**src/rtl/uart_tx_ctrl.sv**
```systemverilog
// ---------------------------------------------------------------------------
// uart_tx_ctrl
//
// Memory-mapped UART transmitter on the core's data bus. Byte stores to
// TX_ADDR are buffered in a small FIFO and serialized onto uart_out, LSB
// first, with CLK_DIV clock cycles per bit. STAT_ADDR reads back a status
// word and accepts a write that clears the sticky overflow flag. Every
// store is ignored while intr is high.
//
// Build option:
//   UART_TX_PARITY_EN  defined   -> 8E1 frame (start, 8 data, even parity, stop)
//                      undefined -> 8N1 frame (start, 8 data, stop)
//   The register map is the same in both builds.
//
// Parameters:
//   CLK_DIV     clock cycles per UART bit (>= 2)
//   FIFO_DEPTH  TX FIFO entries (power of two, >= 2)
//   TX_ADDR     data register; a write pushes wdata[7:0]
//   STAT_ADDR   status register; a write with wdata[3] set clears overflow
//
// Ports:
//   clk       system clock, rising edge
//   rst_n     asynchronous active-low reset
//   wen       store strobe from the core
//   addr_d    store / read address
//   wdata     store data
//   intr      interrupt in service; blocks all writes to this block
//   rdata     combinational read: {28'b0, overflow, full, empty, busy}
//             when addr_d == STAT_ADDR, otherwise 0
//   uart_out  serial line, idle high, driven straight from a flop
//   tx_busy   a frame is in progress or the FIFO still holds bytes
// ---------------------------------------------------------------------------
module uart_tx_ctrl #(
   parameter int          CLK_DIV    = 868,
   parameter int          FIFO_DEPTH = 8,
   parameter logic [31:0] TX_ADDR    = 32'h1000,
   parameter logic [31:0] STAT_ADDR  = 32'h1004
) (
   input  logic        clk,
   input  logic        rst_n,
   input  logic        wen,
   input  logic [31:0] addr_d,
   input  logic [31:0] wdata,
   input  logic        intr,
   output logic [31:0] rdata,
   output logic        uart_out,
   output logic        tx_busy
);

   // Pointers carry one extra bit so that full and empty are distinct
   // values of (wptr - rptr) without a separate occupancy counter.
   localparam int AW = $clog2(FIFO_DEPTH);
   localparam int PW = AW + 1;
   localparam int CW = (CLK_DIV > 1) ? $clog2(CLK_DIV) : 1;

   localparam logic [CW-1:0] BIT_LAST = CW'(CLK_DIV - 1);
   localparam logic [PW-1:0] DEPTH_P  = PW'(FIFO_DEPTH);

   typedef enum logic [2:0] {
      S_IDLE   = 3'd0,
      S_START  = 3'd1,
      S_DATA   = 3'd2,
`ifdef UART_TX_PARITY_EN
      S_PARITY = 3'd3,
`endif
      S_STOP   = 3'd4
   } state_t;

   // ------------------------------------------------------------------
   // Bus decode
   // ------------------------------------------------------------------
   logic push_req;
   logic clr_req;
   logic push_ok;
   logic drop;

   assign push_req = wen && (addr_d == TX_ADDR)   && !intr;
   assign clr_req  = wen && (addr_d == STAT_ADDR) && !intr && wdata[3];

   // Only the low byte and the clear bit of the store data matter here.
   logic unused_wdata;
   assign unused_wdata = ^wdata[31:8];

   // ------------------------------------------------------------------
   // FIFO
   // ------------------------------------------------------------------
   logic [7:0]    mem [FIFO_DEPTH];
   logic [PW-1:0] wptr;
   logic [PW-1:0] rptr;
   logic [PW-1:0] count;
   logic          empty;
   logic          full;
   logic          overflow;
   logic          pop;
   logic [7:0]    head;

   assign count = wptr - rptr;
   assign empty = (count == '0);
   assign full  = (count == DEPTH_P);
   assign head  = mem[rptr[AW-1:0]];

   // Fullness is taken from the pre-edge count, so a pop on the same edge
   // never makes room for the incoming byte.
   assign push_ok = push_req && !full;
   assign drop    = push_req &&  full;

   // NOTE: the storage array is deliberately left out of reset; an entry is
   // only ever read after the pointers show it was written, so clearing it
   // would add reset fan-out without changing behaviour.
   always_ff @(posedge clk) begin
      if (push_ok) begin
         mem[wptr[AW-1:0]] <= wdata[7:0];
      end
   end

   // NOTE: every clocked block uses non-blocking (<=) assignments so all
   // flops sample pre-edge values regardless of statement or block order.
   always_ff @(posedge clk or negedge rst_n) begin
      if (!rst_n) begin
         wptr     <= '0;
         rptr     <= '0;
         overflow <= 1'b0;
      end else begin
         if (push_ok) begin
            wptr <= wptr + PW'(1);
         end
         if (pop) begin
            rptr <= rptr + PW'(1);
         end
         // A drop on the same edge as a clear leaves the flag set.
         if (drop) begin
            overflow <= 1'b1;
         end else if (clr_req) begin
            overflow <= 1'b0;
         end
      end
   end

   // ------------------------------------------------------------------
   // Transmit FSM
   // ------------------------------------------------------------------
   state_t        state;
   state_t        state_next;
   logic [CW-1:0] cnt;
   logic [CW-1:0] cnt_next;
   logic [2:0]    bit_idx;
   logic [2:0]    bit_idx_next;
   logic [7:0]    shreg;
   logic [7:0]    shreg_next;
   logic          uart_next;
   logic          bit_end;
`ifdef UART_TX_PARITY_EN
   logic          par;
   logic          par_next;
`endif

   assign bit_end = (cnt == BIT_LAST);

   always_ff @(posedge clk or negedge rst_n) begin
      if (!rst_n) begin
         state    <= S_IDLE;
         cnt      <= '0;
         bit_idx  <= '0;
         shreg    <= '0;
         uart_out <= 1'b1;
`ifdef UART_TX_PARITY_EN
         par      <= 1'b0;
`endif
      end else begin
         state    <= state_next;
         cnt      <= cnt_next;
         bit_idx  <= bit_idx_next;
         shreg    <= shreg_next;
         uart_out <= uart_next;
`ifdef UART_TX_PARITY_EN
         par      <= par_next;
`endif
      end
   end

   // The line value for the next bit is decided here and registered, so
   // uart_out changes exactly on the edge that starts each bit.
   // NOTE: every signal assigned in this block gets a default first; any
   // path that left one unassigned would infer a latch.
   always_comb begin
      state_next   = state;
      cnt_next     = cnt + CW'(1);
      bit_idx_next = bit_idx;
      shreg_next   = shreg;
      uart_next    = uart_out;
      pop          = 1'b0;
`ifdef UART_TX_PARITY_EN
      par_next     = par;
`endif

      case (state)
         S_IDLE: begin
            cnt_next  = '0;
            uart_next = 1'b1;
            if (!empty) begin
               pop        = 1'b1;
               shreg_next = head;
`ifdef UART_TX_PARITY_EN
               par_next   = ^head;
`endif
               state_next = S_START;
               uart_next  = 1'b0;
            end
         end

         S_START: begin
            if (bit_end) begin
               cnt_next     = '0;
               bit_idx_next = '0;
               state_next   = S_DATA;
               uart_next    = shreg[0];
            end
         end

         S_DATA: begin
            if (bit_end) begin
               cnt_next = '0;
               if (bit_idx == 3'd7) begin
`ifdef UART_TX_PARITY_EN
                  state_next = S_PARITY;
                  uart_next  = par;
`else
                  state_next = S_STOP;
                  uart_next  = 1'b1;
`endif
               end else begin
                  // Bit 0 of the shift register is always the bit on the
                  // line; shift and present the next one.
                  bit_idx_next = bit_idx + 3'd1;
                  shreg_next   = {1'b0, shreg[7:1]};
                  uart_next    = shreg[1];
               end
            end
         end

`ifdef UART_TX_PARITY_EN
         S_PARITY: begin
            if (bit_end) begin
               cnt_next   = '0;
               state_next = S_STOP;
               uart_next  = 1'b1;
            end
         end
`endif

         S_STOP: begin
            if (bit_end) begin
               cnt_next = '0;
               // Chain straight into the next start bit when data is
               // waiting, so back-to-back bytes have no idle bit between.
               if (!empty) begin
                  pop        = 1'b1;
                  shreg_next = head;
`ifdef UART_TX_PARITY_EN
                  par_next   = ^head;
`endif
                  state_next = S_START;
                  uart_next  = 1'b0;
               end else begin
                  state_next = S_IDLE;
                  uart_next  = 1'b1;
               end
            end
         end

         default: begin
            cnt_next   = '0;
            state_next = S_IDLE;
            uart_next  = 1'b1;
         end
      endcase
   end

   // ------------------------------------------------------------------
   // Status
   // ------------------------------------------------------------------
   logic busy;

   assign busy    = (state != S_IDLE);
   assign tx_busy = busy || !empty;
   assign rdata   = (addr_d == STAT_ADDR) ? {28'b0, overflow, full, empty, busy}
                                          : 32'b0;

endmodule

```
**config.mk**
```make
export PLATFORM = sky130hd
export DESIGN_NAME = uart_tx_ctrl
export DESIGN_NICKNAME = d
export VERILOG_FILES = /design/src/rtl/uart_tx_ctrl.sv
export SDC_FILE = /design/constraint.sdc
export NUM_CORES = 1
export LEC_CHECK = 0
export ABC_AREA = 1
export CAP_MARGIN = 20
export CORE_MARGIN = 1
export CORE_UTILIZATION = 40
export DETAILED_ROUTE_END_ITERATION = 8
export PLACE_DENSITY = 0.7
export SKIP_LAST_GASP = 1
export SLEW_MARGIN = 20
export SYNTH_ARGS = -nofsm -noshare
export SYNTH_HDL_FRONTEND = slang
export SYNTH_SLANG_ARGS = --single-unit
export TNS_END_PERCENT = 1
```
**constraint.sdc**
```tcl
create_clock -name clk -period 4.1 [get_ports clk]
set_input_delay 1.23 -clock clk [delete_from_list [all_inputs] [get_ports clk]]
set_output_delay 1.23 -clock clk [all_outputs]
set_load 0.005 [all_outputs]
```
* Word-level counts from Yosys, hierarchy flattened
Memory sizes are Yosys's and may differ from the RTL's.
Index checks and enable logic that the tools add are counted.
** Storage, ports and cells
- Logic and storage cells :: 82
- Register bits after elaboration :: 34
- Memories :: 1
- Input port bits :: 68
- Bits in latches :: 0
- Memory bits (read-only) :: 0
- Output and inout bits :: 34
- RAM bits :: 64
** Memory list
- mem :: words 8, bits a word 8, rd ports 1, clocked after memory_dff 0, wr ports 1, RTL line 87 : logic [7:0] mem [FIFO_DEPTH];
** Cells by class
- Reductions and logical operators :: 22
- Shift operators :: 0
- Bitwise operators :: 0
- Divide/modulo/power cells :: 0
- $mul :: 0
- Multiplexer cells :: 32
- Add/subtract/negate cells :: 5
- Equal/unequal tests :: 14
- $lt $le $gt $ge :: 0
** Operators by type and width (number)
- 32-bit by 13-bit equality test with 1-bit output (second input constant) :: 2
- 8-bit 2-to-1 mux :: 4
- 3-bit 2-to-1 mux :: 8
- 8-bit one-hot mux with 3 select lines :: 1
- 10-bit 2-to-1 mux :: 2
- 1-bit 2-to-1 mux :: 12
- 2-bit != test (second input constant) :: 6
- 3-bit one-hot mux with 4 select lines :: 1
- 10-bit by 1-bit adder with 10-bit output (second input constant) :: 1
- 10-bit equality test (second input constant) :: 1
- 4-bit by 1-bit adder with 4-bit output (second input constant) :: 2
- 4-bit AND reduction :: 2
- 1-bit logical AND :: 7
- 3-bit equality test (second input constant) :: 2
- 3-bit one-hot mux with 2 select lines :: 1
- 3-bit nonzero test :: 2
- 5-bit AND reduction :: 1
- 4-bit equality test (second input constant) :: 1
- 4-bit zero test :: 1
- 4-bit 2-to-1 mux :: 1
- 1-bit one-hot mux with 4 select lines :: 1
- 2-bit nonzero test :: 2
- 4-bit subtractor :: 1
- 3-bit by 1-bit adder with 3-bit output (second input constant) :: 1
- other kinds (8) :: 10

* Longest topological paths before layout
Gate-level depths: netlist of the first run.
- Depth in word-level cells :: 6
- Depth in mapped cells :: 14

* Worst setup path after synthesis of the first run
No wires, ideal clock.
- Kind :: input -> output
- Start :: input port addr_d[28]
- End :: output port rdata[0]
- Data required time :: 2870 ps
- Path slack :: 856 ps
- Arrival :: 2014 ps
- Path buffers :: 0
- Stages :: 7
- Cells stage by stage :: nor2_1 > nand2_1 > nor2_1 > nand2_1 > nor2_1 > nand2_1 > nor2_1
** Between the ends
- Word-level cells in the longest chain between the ends :: 2
** RTL lines
- start: declaration :: RTL line 42 : input logic [31:0] addr_d,
- 32-bit by 13-bit equality test with 1-bit output :: RTL line 286 : assign rdata = (addr_d == STAT_ADDR) ? {28'b0, overflow, full, empty, busy}
- 4-bit 2-to-1 mux :: RTL line 286
- end: declaration :: RTL line 45 : output logic [31:0] rdata,
No other way between the ends.

* Final worst setup path of the first run
- Start :: input port addr_d[4]
- End :: output port rdata[0]
Same word-level chain as after synthesis.

==> results of run 1 <==
[sequential cells by signal, indices dropped and copies added, names as in the netlist]
signal    flops
mem          64
wptr          4
cnt          10
shreg         8
state         3
bit_idx       3
rptr          4
overflow      1
uart_out      1
[metal layers]
layer	GRT usage, %	share of wire (%)	vias up
li1	-	-	1953
met4	7.19	2.4	0
met3	3.37	3.5	25
met1	21.1	45	1844
met5	0	0	-
met2	31.9	49	86
[synthesized netlist by cell type, drive strengths merged]
library cell  count
ha                8
dfstp             1
nor3b             1
xor2              7
nor3              4
nand2           159
nand3            49
a211oi            1
inv              55
buf              40
o22ai             1
and3              1
nand4             6
edfxtp           64
nor4              1
a21oi             8
dfrtp            33
o211ai            7
o21ai            13
conb              1
nor2            114
or2               8
[layout make-up]
cell class / count / area, µm² / area share, %
timing repair buffer: 66 / 619 / 10.2
inverter: 55 / 206 / 3.41
sequential: 98 / 2770 / 45.8
clock buffer: 9 / 225 / 3.72
multi-input combinational: 416 / 1940 / 32.0
tap: 168 / 210 / 3.47
clock inverter: 7 / 80.1 / 1.32
[what timing repair did]
action,4_1_cts,5_1_grt
pin swaps,0,1
setup endpoints to repair,4,3
gates resized for setup,3,4
cloned,0,0
[tightest hold or removal path, cell delays in order (launching register included)]
cell and delay (ns):
dfrtp_1 0.34, nand2_1 0.05, nand2_1 0.05
[cells by family (layout without fill, tap and decap cells)]
logic type      count (synthesis)  count (layout)  synth area share [%]
buf+inv                        95             137                  9.60
other cells                     1              28                0.0738
simple gates                  343             343                  28.9
compound gates                 30              30                  3.67
fa+ha+maj                       8               8                  1.97
flops                          98              98                  54.6
xor+xnor                        7               7                  1.21
[per-stage QoR]
stage | worst slack (ns) | setup TNS (ns)
6_report | -0.0107 | -0.0193
5_1_grt | -0.161 | -0.311
4_1_cts | -0.0398 | -0.0941
3_5_place_dp | -0.0978 | -0.325
3_3_place_gp | -0.0365 | -0.135
2_1_floorplan | 0.856 | 0
[how the worst max path moves through the flow]
stage / end
after floorplan: rdata[0]
after CTS: rdata[3]
after detailed placement: rdata[1]
after global placement: rdata[0]
final: rdata[0]
after global routing: rdata[0]
[power groups by stage]
stage          clock [W]  sequential [W]  combinational [W]
5_1_grt         0.000913         0.00105          0.0000884
4_1_cts         0.000879         0.00105          0.0000780
3_3_place_gp           0         0.00108          0.0000756
2_1_floorplan          0         0.00108          0.0000344
3_5_place_dp           0         0.00108          0.0000777
6_report        0.000861         0.00105          0.0000781
[cell usage in the layout (no fill, tap or decap), drive strengths merged]
cell / synthesis / final
a21oi: 8 / 8
dlymetal6s2s: 0 / 1
o22ai: 1 / 1
inv: 55 / 59
conb: 1 / 28
xor2: 7 / 7
and3: 1 / 1
nor3b: 1 / 1
nand4: 6 / 6
edfxtp: 64 / 64
nand2: 159 / 159
nor2: 114 / 114
bufinv: 0 / 1
a211oi: 1 / 1
nor3: 4 / 4
or2: 8 / 8
o211ai: 7 / 7
nand3: 49 / 49
ha: 8 / 8
clkinv: 0 / 2
dlygate4sd2: 0 / 1
clkbuf: 0 / 9
clkdlybuf4s50: 0 / 47
o21ai: 13 / 13
buf: 40 / 17
nor4: 1 / 1
dfstp: 1 / 1
dfrtp: 33 / 33
==> impl_metrics.toml, run 1 <==
[global_route]
grt_max_degree = 47
grt_pass1_vias = 3925
grt_pass1_wl_um = 18200
grt.total_usage_pct = 17.8
grt_overflow_total = 0
antenna_found_initial = 0

[critical_path]
path_class = "input pin to output port"
required_ns = 2.87
path_depth = 9
path_common_cell = "nor2_1"
cp_top_family = "buffers and inverters"
path_buf_inv = 2
r2r-end = "mem[7][3]"
rr_worst_depth = 11
startpoint = "addr_d[4]"
start_kind = "input pin"
critPathMaxStageDelay_ns = 0.52
regToRegSetupSlack_ns = 1.58
r2r-start = "rptr[2]"
crit_fanout = 5
cp.arrival_ns = 2.88
crit_path_top_delay_cell = "clkdlybuf4s50_1"
cp-end-kind = "output port"
crit_chain = "clkdlybuf4s50_1 -> nor2_1 -> nand2_1 -> nor2_1 -> nand2_1 -> nor2_2 -> nand2_2 -> nor2_1 -> clkdlybuf4s50_1"

[finish]
antennaDiodeCount = 0
stdcell_area_um2 = 6050
postLayoutCoreUtil_pct = 49.5
fillers = 1136
stdcell_count = 819
area_delta_synth_final_pct = 19.0
layout-drive-gt1-share_pct = 9.98
fin_nets = 722

[pwr]
switching_share_pct = 20.7
p_int_w = 0.00158
power_frac_comb_pct = 3.9
p_switching_w = 0.000413
p_seq_share_pct = 52.9
ir_drop_mv = 0.297
power_frac_clock_pct = 43.2
p_leak_nw = 2.74
power.density_nw_per_um2 = 329
power_w = 0.00199

[clock_tree]
clockBufferDepth = 2
cts_setup_buffers = 0
cts_max_level = 3
cts.sinks = 98
cts_hold_buf = 0
cts_root_buf = "clkbuf_16"
insertion_delay_ns = 0.34
cts.clk_slew.worst_paths_ns = 0.06
cts_tree = "yes"
cts_buffers = 9

[timing]
setup_ws_ns = -0.0107
worst_slew_pin_slew_ns = 0.724
finClkSkew_ns = 0.00772
rsz0062_at_grt = "true"
setup_viol = 2
slew_viol_final = 0
period_needed_ns = 4.11
fmax_ghz = 0.243
whs_ns = 0.473
final_hold_viol_count = 0
timing.slew.headroom_pct = 51.7
period_share_pct = 100

[floorplanning]
start_util_pct = 41.6
die_area_um2 = 13200
fp.coreArea_um2 = 12200
fp.dieH_um = 115
ioPinCount = 102
die_width_um = 115
row_count = 40

[synthesis]
synth.avg_cell_area_um2 = 8.73
synth.largest_area_cell = "edfxtp_1"
yosysSeqAreaShare_pct = 54.6
netlist_area_um2 = 5080
ys_ff_latch = 98
synth_cell_types = 32
synth_area_leaders = "edfxtp_1 (38%), dfrtp_1 (16%), nand2_1 (11%), nor2_1 (8.2%), nand3_1 (4.5%)"
yosys.area.top_type_share_pct = 37.8
synthCells = 582
ys_warn_count = 0

[route]
vias_per_cell = 4.77
first_pass_iters = 4
wl_per_cell_um = 12.8
vias = 3908
drc = 0
drt_wl_total_um = 10500
drt-initial-drc-count = 211
ant_nets = 0

[placed_design]
gp_congestion = 0.788
dp_cells = 803
numPortBuffers = 49
place_area_um2 = 5730
dpl.hpwl_um = 7400

[outcome]
violations = "negative setup slack"
status = "finished, violations left"

[hold_path]
worstHoldEndpoint = "shreg[7]"
hold_class = "flop to flop"
hold_path_depth = 2
min_from = "shreg[7]"

[run]
cap_violations = 0
Power figures use the tool's default switching activity.
==> inputs of run 2 (changes only) <==
--- a/config.mk
+++ b/config.mk
@@ -7,10 +7,12 @@
 export LEC_CHECK = 0
 export ABC_AREA = 1
 export CAP_MARGIN = 20
+export CELL_PAD_IN_SITES_DETAIL_PLACEMENT = 1
+export CELL_PAD_IN_SITES_GLOBAL_PLACEMENT = 1
 export CORE_MARGIN = 1
 export CORE_UTILIZATION = 40
 export DETAILED_ROUTE_END_ITERATION = 8
-export PLACE_DENSITY = 0.7
+export PLACE_DENSITY = 0.87
 export SKIP_LAST_GASP = 1
 export SLEW_MARGIN = 20
 export SYNTH_ARGS = -nofsm -noshare
==> run 2 against run 1 <==
  * The run still ends with negative setup slack left
  * Final cell count grew 0.49%
  * Maximum frequency shrank 0.27%
  * Clock skew grew 0.0026 ns
  * Setup slack lost 0.011 ns
  * Critical path depth is the same
  * Global-route usage grew 3.5 points
  * Count of clock-buffer cells in the layout grew 1
  * Wire length grew 24%
  * Sequential cell count is the same
  * Critical path type unchanged
  * Largest cell class unchanged
==> impl_metrics.toml, run 2 (synthesis results as in run 1) <==
[route]
wl_per_cell_um = 15.8
met1Wirelength_um = 5180
top_layer = "met4"
drt-initial-drc-count = 206
vias_per_cell = 4.89
first_pass_iters = 4
drc = 0
ant_nets = 0
vias = 4025
met2WireLength_um = 7160
drt_wl_total_um = 13000
route.met3.wl_um = 362

[outcome]
status = "finished, violations left"
violations = "negative setup slack"

[finish]
fin_nets = 726
final_cell_mix = "nand2_1 (150), nor2_1 (105), edfxtp_1 (64), inv_1 (52), clkdlybuf4s50_1 (47)"
antennaDiodeCount = 0
regArea_um2 = 2770
fillers = 1477
multi_input_area_um2 = 1950
final_common_cell = "nand2_1"
layout-drive-gt1-share_pct = 10.8
largest_register_ffs = 64
area_delta_synth_final_pct = 19.8

[pwr]
ir_drop_mv = 0.287
power.density_nw_per_um2 = 330
p_leak_nw = 2.75

[timing]
setup_ws_ns = -0.0218
period_needed_ns = 4.12
rsz0062_at_grt = "true"
worst_slew_pin_slew_ns = 0.738
whs_ns = 0.478
final_hold_viol_count = 0
timing.slew.headroom_pct = 50.8
finClkSkew_ns = 0.0103
setup_viol = 2
slew_viol_final = 0
fmax_ghz = 0.243
tns_ns = -0.0411
period_share_pct = 101

[clock_tree]
insertion_delay_ns = 0.35
cts_tree = "yes"
cts.sinks = 98
cts.clk_slew.worst_paths_ns = 0.07
cts_hold_buf = 0
cts_root_buf = "clkbuf_16"
cts_buffers = 9
cts_max_level = 3
clockBufferDepth = 2

[global_route]
grt.total_usage_pct = 21.3
grt_max_degree = 47
grt_overflow_total = 0
antenna_found_initial = 0
grt_pass1_wl_um = 20900
grt_pass1_vias = 4257

[critical_path]
rr_worst_depth = 11
r2r-end = "mem[1][7]"
crit_fanout = 5
path_class = "input pin to output port"
cp-end-kind = "output port"
r2r-start = "rptr[2]"
start_kind = "input pin"
cp.arrival_ns = 2.89
regToRegSetupSlack_ns = 1.32
required_ns = 2.87

[hold_path]
hold_class = "flop to flop"
hold_path_depth = 2
min_from = "shreg[4]"
worstHoldEndpoint = "shreg[4]"

[placed_design]
dpl.hpwl_um = 9540
gp_congestion = 0.801
numPortBuffers = 49

[floorplanning]
row_count = 40
fp.coreArea_um2 = 12200
start_util_pct = 41.6
die_width_um = 115
ioPinCount = 102
fp.dieH_um = 115
die_area_um2 = 13200

[run]
cap_violations = 0
==> run 2: cell types whose count changed in the layout (fill, tap and decap cells not counted), sizes merged <==
cell and change:
inv -2, clkbuf +1, buf +4, clkinvlp +2
clkinv -1
==> run 2: worst max-delay path by stage <==
stage | startpoint | to | cells after the start
finish | addr_d[9] | rdata[0] | 9
global route | addr_d[9] | rdata[0] | 9
CTS | addr_d[7] | rdata[3] | 9
detailed placement | addr_d[7] | rdata[2] | 9
global placement | addr_d[28] | rdata[3] | 9
floorplan | addr_d[28] | rdata[0] | 7
==> run 2: worst max-delay path, stage by stage <==
cell and delay (ns):
clkdlybuf4s50_1 0.42, nor2_1 0.12, nand2_1 0.08, nor2_2 0.13, nand2_1 0.10, nor2_4 0.13, nand2_2 0.09, nor2_1 0.09
clkdlybuf4s50_1 0.50
==> run 2: cell type report <==
| cell class | count | area share, % |
|---|---|---|
| sequential | 98 | 45.6 |
| inverter | 55 | 3.39 |
| timing repair buffer | 70 | 10.7 |
| clock inverter | 6 | 1.21 |
| clock buffer | 10 | 3.76 |
| multi-input combinational | 416 | 32.0 |
| tap | 168 | 3.45 |
==> run 2: power breakdown <==
| part | leakage, nW | internal, W | switching, W |
|---|---|---|---|
| logic | 1.61 | 0.0000447 | 0.0000389 |
| registers | 1.00 | 0.00105 | 0.000000000000234 |
| clock network | 0.141 | 0.000481 | 0.000388 |
==> run 2: repair_timing <==
item                       CTS  global route
buffers inserted             0             1
hold endpoints to repair     0             0
setup endpoints to repair    4             3
pin swaps                    1             4
gates resized for setup      7             3
==> run 2: metrics by stage <==
stage	std cells	instance area, µm²	setup WS (ns)	utilization (%)	power [W]
after global placement	806	5750	-0.103	47.1	0.00115
after detailed placement	806	5750	-0.164	47.1	0.00116
final	823	6090	-0.0218	49.9	0.00201
after global routing	823	6090	-0.146	49.9	0.00206
after CTS	822	6070	-0.0657	49.7	0.00202
after floorplan	609	5180	0.856	-	0.00111
==> run 2: metal layers <==
metal | vias up | GRT usage, %
li1 | 1957 | -
met3 | 21 | 4.53
met2 | 63 | 40.7
met5 | - | 0
met4 | 0 | 7.79
met1 | 1984 | 23.1
